<file path="src/rtl/noc_pkg.sv">
// Shared NoC definitions: port geometry and the arbiter state encoding,
// used by both the port arbiter and the router.
package noc_pkg;

    localparam int N_REQ  = 4;
    localparam int DATA_W = 128;
    localparam int ID_W   = $clog2(N_REQ);

    typedef enum logic {
        IDLE = 1'b0,
        BUSY = 1'b1
    } arb_state_t;

endpackage

</file>
<file path="src/rtl/sm_rr_pick.sv">
// Combinational round-robin search: first set request bit starting at ptr,
// wrapping modulo N.
module sm_rr_pick
    import noc_pkg::*;
#(
    parameter int N = N_REQ,
    parameter int W = ID_W
) (
    input  logic [N-1:0] req,
    input  logic [W-1:0] ptr,
    output logic         found,
    output logic [W-1:0] idx
);

    logic [W-1:0] cand;

    // Walk ptr, ptr+1, ... and keep the first hit; later hits are ignored.
    always_comb begin
        found = 1'b0;
        idx   = '0;
        cand  = '0;
        for (int k = 0; k < N; k++) begin
            cand = W'((int'(ptr) + k) % N);
            if (!found && req[cand]) begin
                found = 1'b1;
                idx   = cand;
            end
        end
    end

endmodule

</file>
<file path="src/rtl/noc_port_arbiter.sv">
// Packet-level round-robin arbiter merging N_REQ core flit streams into one
// registered router input port; a grant is held until the owner's last flit.
module noc_port_arbiter #(
    parameter int N_REQ  = noc_pkg::N_REQ,
    parameter int DATA_W = noc_pkg::DATA_W,
    parameter int ID_W   = noc_pkg::ID_W
) (
    input  logic                    clk,
    input  logic                    rst,
    input  logic [N_REQ-1:0]        req_valid,
    input  logic [N_REQ*DATA_W-1:0] req_data,
    input  logic [N_REQ-1:0]        req_last,
    output logic [N_REQ-1:0]        req_ready,
    output logic                    out_valid,
    output logic [DATA_W-1:0]       out_data,
    output logic                    out_last,
    output logic [ID_W-1:0]         out_src,
    input  logic                    out_ready,
    output logic                    busy,
    output logic [ID_W-1:0]         owner
);

    import noc_pkg::arb_state_t;
    import noc_pkg::IDLE;
    import noc_pkg::BUSY;

    arb_state_t        state;
    arb_state_t        state_next;
    logic [ID_W-1:0]   owner_q;
    logic [ID_W-1:0]   rr_ptr;
    logic [ID_W-1:0]   ptr_after_owner;
    logic              pick_found;
    logic [ID_W-1:0]   pick_idx;
    logic              can_take;
    logic              xfer;
    logic              owner_valid;
    logic              owner_last;
    logic [DATA_W-1:0] owner_data;

    sm_rr_pick #(
        .N (N_REQ),
        .W (ID_W)
    ) u_pick (
        .req   (req_valid),
        .ptr   (rr_ptr),
        .found (pick_found),
        .idx   (pick_idx)
    );

    assign owner_valid     = req_valid[owner_q];
    assign owner_last      = req_last[owner_q];
    assign owner_data      = req_data[int'(owner_q)*DATA_W +: DATA_W];
    assign ptr_after_owner = (owner_q == ID_W'(N_REQ - 1)) ? '0 : owner_q + 1'b1;

    // The owner may push whenever the output register is empty or draining.
    assign can_take = (state == BUSY) && (!out_valid || out_ready) && !rst;
    assign xfer     = can_take && owner_valid;

    always_comb begin
        req_ready = '0;
        if (can_take) begin
            req_ready[owner_q] = 1'b1;
        end
    end

    always_comb begin
        state_next = state;
        case (state)
            IDLE:    if (pick_found)         state_next = BUSY;
            BUSY:    if (xfer && owner_last) state_next = IDLE;
            default: state_next = IDLE;
        endcase
    end

    always_ff @(posedge clk) begin
        if (rst) begin
            state <= IDLE;
        end else begin
            state <= state_next;
        end
    end

    // Grant holder is latched on arbitration; the pointer moves past it
    // only once its packet has fully gone through.
    always_ff @(posedge clk) begin
        if (rst) begin
            owner_q <= '0;
            rr_ptr  <= '0;
        end else begin
            if (state == IDLE && pick_found) begin
                owner_q <= pick_idx;
            end
            if (xfer && owner_last) begin
                rr_ptr <= ptr_after_owner;
            end
        end
    end

    always_ff @(posedge clk) begin
        if (rst) begin
            out_valid <= 1'b0;
            out_data  <= '0;
            out_last  <= 1'b0;
            out_src   <= '0;
        end else if (xfer) begin
            out_valid <= 1'b1;
            out_data  <= owner_data;
            out_last  <= owner_last;
            out_src   <= owner_q;
        end else if (out_ready) begin
            out_valid <= 1'b0;
        end
    end

    assign busy  = (state == BUSY);
    assign owner = owner_q;

endmodule

</file>
<file path="config.mk">
export PLATFORM = sky130hd
export DESIGN_NAME = noc_port_arbiter
export DESIGN_NICKNAME = d
export VERILOG_FILES = /design/src/rtl/noc_pkg.sv /design/src/rtl/sm_rr_pick.sv /design/src/rtl/noc_port_arbiter.sv
export SDC_FILE = /design/constraint.sdc
export NUM_CORES = 1
export LEC_CHECK = 0
export ABC_AREA = 1
export CORE_AREA = 2 2 258 260
export DETAILED_ROUTE_END_ITERATION = 16
export DIE_AREA = 0 0 260 262
export SYNTH_ARGS = -nofsm -noshare
export SYNTH_HDL_FRONTEND = slang
export SYNTH_SLANG_ARGS = --single-unit
</file>
<file path="constraint.sdc">
create_clock -name clk -period 2.1 [get_ports clk]
set_input_delay 0.315 -clock clk [delete_from_list [all_inputs] [get_ports clk]]
set_output_delay 0.315 -clock clk [all_outputs]
set_load 0.02 [all_outputs]
</file>
Yosys cells after proc, flatten, opt, wreduce, memory -nomap -nowiden
Cells that the tools add are included.
{"block": "word_totals", "regBits": 137, "input_bits": 523, "out_inout_bits": 139, "elab_cells": 65}
{"block": "op_classes", "n_addsub": 4, "magnitude_cmp": 6, "n_eq_ne": 1, "n_shift": 1, "mux": 29, "bitwise": 1, "reduce_logical": 16}
{"operator": "indexed part select 512 x 10 -> 128 bit", "count": 1}
{"operator": "less-than comparator 2 x 3 -> 1 bit (second input constant)", "count": 5}
{"operator": "2-to-1 mux 1 bit", "count": 15}
{"operator": "binary-select mux 1 bit (select 2 bit)", "count": 6}
{"operator": "2-to-1 mux 2 bit", "count": 5}
{"operator": "logical AND 1 bit", "count": 9}
{"operator": "logical NOT 1 bit", "count": 5}
{"operator": "adder 2 x 1 -> 2 bit (second input constant)", "count": 2}
{"operator": "adder 2 bit (second input constant)", "count": 2}
{"operator": "2-to-1 mux 4 bit", "count": 1}
{"operator": "demux 1 bit (select 2 bit)", "count": 1}
{"operator": "equality test 2 bit (second input constant)", "count": 1}
{"operator": "greater-or-equal comparator 2 x 1 -> 1 bit (second input constant)", "count": 1}
{"operator": "one-hot mux 1 bit (2 select lines)", "count": 1}
{"operator": "nonzero test 2 bit", "count": 1}
{"operator": "logical OR 1 bit", "count": 1}
{"operator": "inverter 1 bit", "count": 1}

Logic depth before layout (Yosys ltp)
{"block": "depth", "ltp_word": 14, "depth_mapped": 11, "depth_no_buf": 11}

Cells and area by module
Synthesis repeated with hierarchy kept, for this count alone.
{"block": "hier_totals", "cells_unflattened": 1568, "area_unflattened_um2": 9365.2}
{"mod": "noc_port_arbiter", "instances": 1, "cells_each": 1509, "area_each_um2": 9046.2, "seq_area_each_um2": 2742.6}
{"mod": "sm_rr_pick", "instances": 1, "cells_each": 59, "area_each_um2": 319.1, "seq_area_each_um2": 0.0}

Worst setup path before layout
OpenSTA, ideal clock, no wires.
{"block": "synth_path", "kind": "register to output", "startpoint": "reg owner_q[0], in the netlist owner[0]", "endpoint": "out req_ready[2]", "t_arrival_ns": 1.604, "required_ns": 1.785, "slack_ns": 0.181, "path_stages_with_launch": 9, "path_buffers": 4, "cell_sequence": "dfxtp_1 -> buf_6 -> inv_1 -> buf_2 -> buf_4 -> buf_2 -> ha_1 -> inv_1 -> nor2_1"}
{"block": "synth_between", "elab_chain_len": 5, "elab_cells_between_ends": 6, "cone_classes": "2 x order compare; 3 x mux; 1 x reduce/logical"}
{"element": "start: declaration", "line_no": "noc_port_arbiter.sv:29", "rtl": "logic [ID_W-1:0] owner_q;"}
{"element": "start signal: assignment", "line_no": "noc_port_arbiter.sv:91", "rtl": "owner_q <= pick_idx;"}
{"element": "less-than comparator 2 x 3 -> 1 bit (implied by the code) / greater-or-equal comparator 2 x 1 -> 1 bit (equally long branches)", "line_no": "noc_port_arbiter.sv:62", "rtl": "req_ready[owner_q] = 1'b1;"}
{"element": "logical AND 1 bit (implied by the code)", "line_no": "noc_port_arbiter.sv:62"}
{"element": "2-to-1 mux 1 bit (implied by the code)", "line_no": "noc_port_arbiter.sv:62"}
{"element": "demux 1 bit (select 2 bit) (*)", "line_no": "noc_port_arbiter.sv:62"}
{"element": "2-to-1 mux 4 bit (*)", "line_no": "noc_port_arbiter.sv:61", "rtl": "if (can_take) begin"}
{"element": "end: declaration", "line_no": "noc_port_arbiter.sv:13", "rtl": "output logic [N_REQ-1:0] req_ready,"}
Every way passes the cells marked *; elsewhere a longest branch is shown, timed or not.

Worst setup path in the final report
{"block": "layout_path", "startpoint": "reg owner_q[0], in the netlist owner[0]", "endpoint": "reg out_data[48]"}
{"block": "layout_between", "elab_chain_len": 3, "elab_cells_between_ends": 4, "cone_classes": "1 x shift; 2 x mux; 1 x reduce/logical"}
{"element": "branches (longest 3 deep; another with indexed part select 512 x 10 -> 128 bit)"}
{"element": "end signal: assignment", "line_no": "noc_port_arbiter.sv:107", "rtl": "out_data <= owner_data;"}
{"element": "end: declaration", "line_no": "noc_port_arbiter.sv:15", "rtl": "output logic [DATA_W-1:0] out_data,"}
Several ways; the timed one is not identified. The select of a mux whose other input is x is not followed.
A chain may end at the register's enable or synchronous reset.

==> Flow_metrics.wiki <==
{| class="wikitable"
! Metric !! Value
|-
| Share of synthesized area occupied by flip-flops and latches || 32.15%
|-
| Number of endpoints with negative hold slack in the final report || 0
|-
| Wire length per cell || 16.51 um
|-
| Total buffers and inverters traversed by the critical path || 3
|-
| Count of placed standard cells in the final layout, fillers left out || 2,901
|-
| H-tree levels || 4
|-
| Detailed route wirelength on metal2 || 22.53 mm
|-
| Static leakage || 6.121 nW
|-
| Library cell with the largest summed area after synthesis || sky130_fd_sc_hd__dfxtp_1
|-
| Avg Cell Area, Syn || 6.041 um^2
|-
| CTS root buf || sky130_fd_sc_hd__clkbuf_16
|-
| Clock latency on the worst-skew pair || 0.46 ns
|-
| Clock Skew || 0.009735 ns
|-
| Number of nets with antenna violations after detailed routing || 0
|-
| Total half-perimeter wirelength after legalization and detailed placement || 36.41 mm
|-
| Warnings, synthesis || 0
|-
| Slowest library cell on the worst path || sky130_fd_sc_hd__dfxtp_4
|-
| Worst setup slack before clock tree synthesis || -0.2431 ns
|-
| Register bit count reported by yosys || 137
|-
| Max Cap Violations || 0
|-
| Part of the total power dissipated in combinational logic || 54.3%
|-
| Pin count of the biggest net entering global routing || 111
|-
| CTS hold repair buffers || 0
|-
| Horizontal die dimension || 260 um
|-
| Count of pins on the block boundary || 662
|-
| Final setup violation count || 0
|-
| Area of the die || 68,120 um^2
|-
| Clock Path Buffers || 2
|-
| Total power divided by cell area || 818.4 nW/um^2
|-
| Unrepaired setup endpoints after global routing || no
|-
| Largest stage delay on the critical path || 0.38 ns
|-
| Pins Over Slew Limit || 0
|-
| Floorplan die height || 262 um
|-
| Final critical path time including I/O delays and setup || 2.005 ns
|-
| Wire length on met3 || 4.007 mm
|-
| Utilization after layout || 25.94%
|-
| Pin slew with the least headroom to its limit || 0.7531 ns
|-
| Placed Instances || 2,864
|-
| HP Class || in2reg
|-
| Data required, critical path || 2.48 ns
|-
| Area added between synthesis and finish || 98.52%
|-
| Effective utilization at floorplan || 13.07%
|-
| Result of the run || finished, final reports clean
|-
| Area of the mapped netlist || 8529 um^2
|-
| Biggest area contributors in the synthesized netlist || sky130_fd_sc_hd__dfxtp_1 32%, sky130_fd_sc_hd__o21ai_0 18%, sky130_fd_sc_hd__nor2_1 18%
|-
| Highest metal layer used by the detailed router || met5
|-
| Syn Nets || 1,939
|-
| Synthesized netlist cell count || 1,412
|-
| Cell variety after synth || 19
|-
| Worst Setup Start Kind || flip-flop
|-
| Buffers on Ports || 661
|-
| Placed inst area || 16,290 um^2
|-
| Num Clock Sinks || 137
|-
| Critical path fanouts, max || 110
|-
| Total power of the final layout || 13.86 mW
|-
| Nets || 2,550
|-
| Relative slew margins || 49.79%
|-
| Hold Path Depth || 4
|-
| Area inside the core boundary || 65,280 um^2
|-
| Cell-internal power || 8.025 mW
|-
| Global-route congestion overflow total || 0
|-
| Worst reg-to-reg path cell count || 7
|-
| Count of filler cells inserted in the layout || 7,265
|-
| Switch share || 42.09%
|-
| Non-Filler Cell Area, Final || 16,930 um^2
|-
| Wire length of the first global-routing pass || 68.30 mm
|-
| Residual DRC || 0
|-
| Vias post-DR || 11.95k
|-
| Cell family contributing the most delay on the critical path || buffers and inverters
|-
| Min Hold Slack || 0.3173 ns
|-
| WL met1 || 19.86 mm
|-
| Path length in cells of the critical path || 7
|-
| Worst path cell trace || buf_4 -> buf_12 -> o21ai_0 -> o22ai_1 -> buf_4 -> nand2_1 -> a21oi_1
|-
| CTS tree || yes
|-
| Worst setup EP type || flip-flop
|-
| Clk pwr share || 22.2%
|-
| Worst path setup slack after routing || 0.09546 ns
|-
| Critical path class || reg2reg
|-
| Crit path DAT || 2.39 ns
|-
| GRT Resource Usage Total || 13.27%
|-
| Iter 0 DRT Violations || 603
|-
| Total length of routed wires || 47.89 mm
|-
| Antenna violations before repair || 2
|-
| RD Place Congestion || 0.8976
|-
| Fraction of layout cells with a size suffix above 1 || 5.108%
|-
| Highest achievable clock rate || 498.9 MHz
|-
| Detailed-route vias per instance || 4.119
|-
| Total Neg Setup Slack || 0 ns
|-
| TritonCTS buffer count || 17
|-
| Worst IR Drop VDD || 0.5566 mV
|-
| Number of search-and-repair iterations in the first detailed-routing pass || 5
|-
| Vias in the first global route || 11.39k
|-
| Share of total power in sequential cells || 23.5%
|-
| Critical Path Most Common Cell || sky130_fd_sc_hd__buf_4
|-
| Post-route clock period utilization || 95.45%
|-
| Clock Pin Slew Worst Setup and Hold Paths || 0.07 ns
|-
| Area share of the largest cell type after synthesis || 32.15%
|-
| Num rows || 94
|-
| NetSw || 5.833 mW
|}
-- kinds of logic after synthesis --
group | Yosys count | synth area share [%]
adder cells (fa/ha/maj) | 4 | 0.5868
buffers and inverters | 152 | 8.097
flip-flops | 137 | 32.15
AO/OA/AOI/OAI | 529 | 32.98
AND/OR/NAND/NOR | 590 | 26.18
-- cells in the mapped netlist --
cell type                  instances
sky130_fd_sc_hd__or2_2             1
sky130_fd_sc_hd__nand2_1         161
sky130_fd_sc_hd__buf_6             3
sky130_fd_sc_hd__buf_4            15
sky130_fd_sc_hd__o21ai_0         315
sky130_fd_sc_hd__clkbuf_1         77
sky130_fd_sc_hd__a21oi_2           1
sky130_fd_sc_hd__ha_1              4
sky130_fd_sc_hd__inv_1            19
sky130_fd_sc_hd__buf_2            33
sky130_fd_sc_hd__o21ai_1          22
sky130_fd_sc_hd__nor2_1          416
sky130_fd_sc_hd__buf_1             2
sky130_fd_sc_hd__o22ai_1         129
sky130_fd_sc_hd__inv_2             3
sky130_fd_sc_hd__nand2_2           1
sky130_fd_sc_hd__a21oi_1          62
sky130_fd_sc_hd__nand3_1          11
sky130_fd_sc_hd__dfxtp_1         137
-- worst reg2reg max path, delay by kind of cell (launching register included) --
family,cells,cell delay (ns)
and+or+nand+nor,1,0.07
AOI/OAI and AO/OA,3,0.78
buffers and inverters,3,0.71
DFF,1,0.38
-- placed cells by master (no fill, tap or decap), drive strengths merged, types with 3 or more instances in the layout --
cell and instances:
dfxtp 137, a21oi 63, nor2 416, buf 63, nand3 11, clkinv 3
clkdlybuf4s50 653, inv 26, nand2 162, ha 4, o21ai 337, clkbuf 23
o22ai 129
-- layer usage --
| layer | global-route usage (%) | up-vias |
|---|---|---|
| li1 | - | 6016 |
| met1 | 15.65 | 5351 |
| met2 | 22.01 | 516 |
| met3 | 4.311 | 64 |
| met4 | 5.779 | 2 |
| met5 | 0 | - |
-- layout make-up --
class | instances | area [um^2] | share of cell area [%]
multi-input cells | 1123 | 5106 | 30.16
diodes | 1 | 2.502 | 0.01478
repair buffers | 722 | 7313 | 43.19
clock inverters | 10 | 106.4 | 0.6281
flip-flops and latches | 137 | 2750 | 16.24
inverters | 22 | 97.59 | 0.5764
well taps | 864 | 1081 | 6.384
clock buffers | 22 | 475.5 | 2.808
-- flip-flops by register name (all words and copies together), names as in the netlist --
name       cells
out_data     128
out_src        2
owner          2
rr_ptr         2
busy           1
out_last       1
out_valid      1
-- power by group through the flow --
stage	Clock (mW)	Combinational (mW)	Sequential, mW
2_1_floorplan	0	3.43	3.77
3_3_place_gp	0	7.53	3.33
3_5_place_dp	0	7.49	3.35
4_1_cts	3.25	7.57	3.27
5_1_grt	3.36	8.26	3.32
6_report	3.07	7.53	3.26
-- what timing repair did --
item,CTS,global route
setup buffers,3,0
setup endpoints to repair,6,7
resized for setup,11,8
gates cloned,0,1
pin swaps,0,0
-- worst paths after layout --
path | startpoint | endpoint | slack [ns]
hold reg to reg | out_data[66]$_SDFFE_PP0P_ | out_data[66]$_SDFFE_PP0P_ | 0.46
setup / recovery | owner[0]$_SDFFE_PP0P_ | out_data[48]$_SDFFE_PP0P_ | 0.1
hold / removal | rst | busy$_SDFF_PP0_ | 0.32
setup reg to reg | owner[0]$_SDFFE_PP0P_ | out_data[48]$_SDFFE_PP0P_ | 0.1
Power figures use the tool's default switching activity.
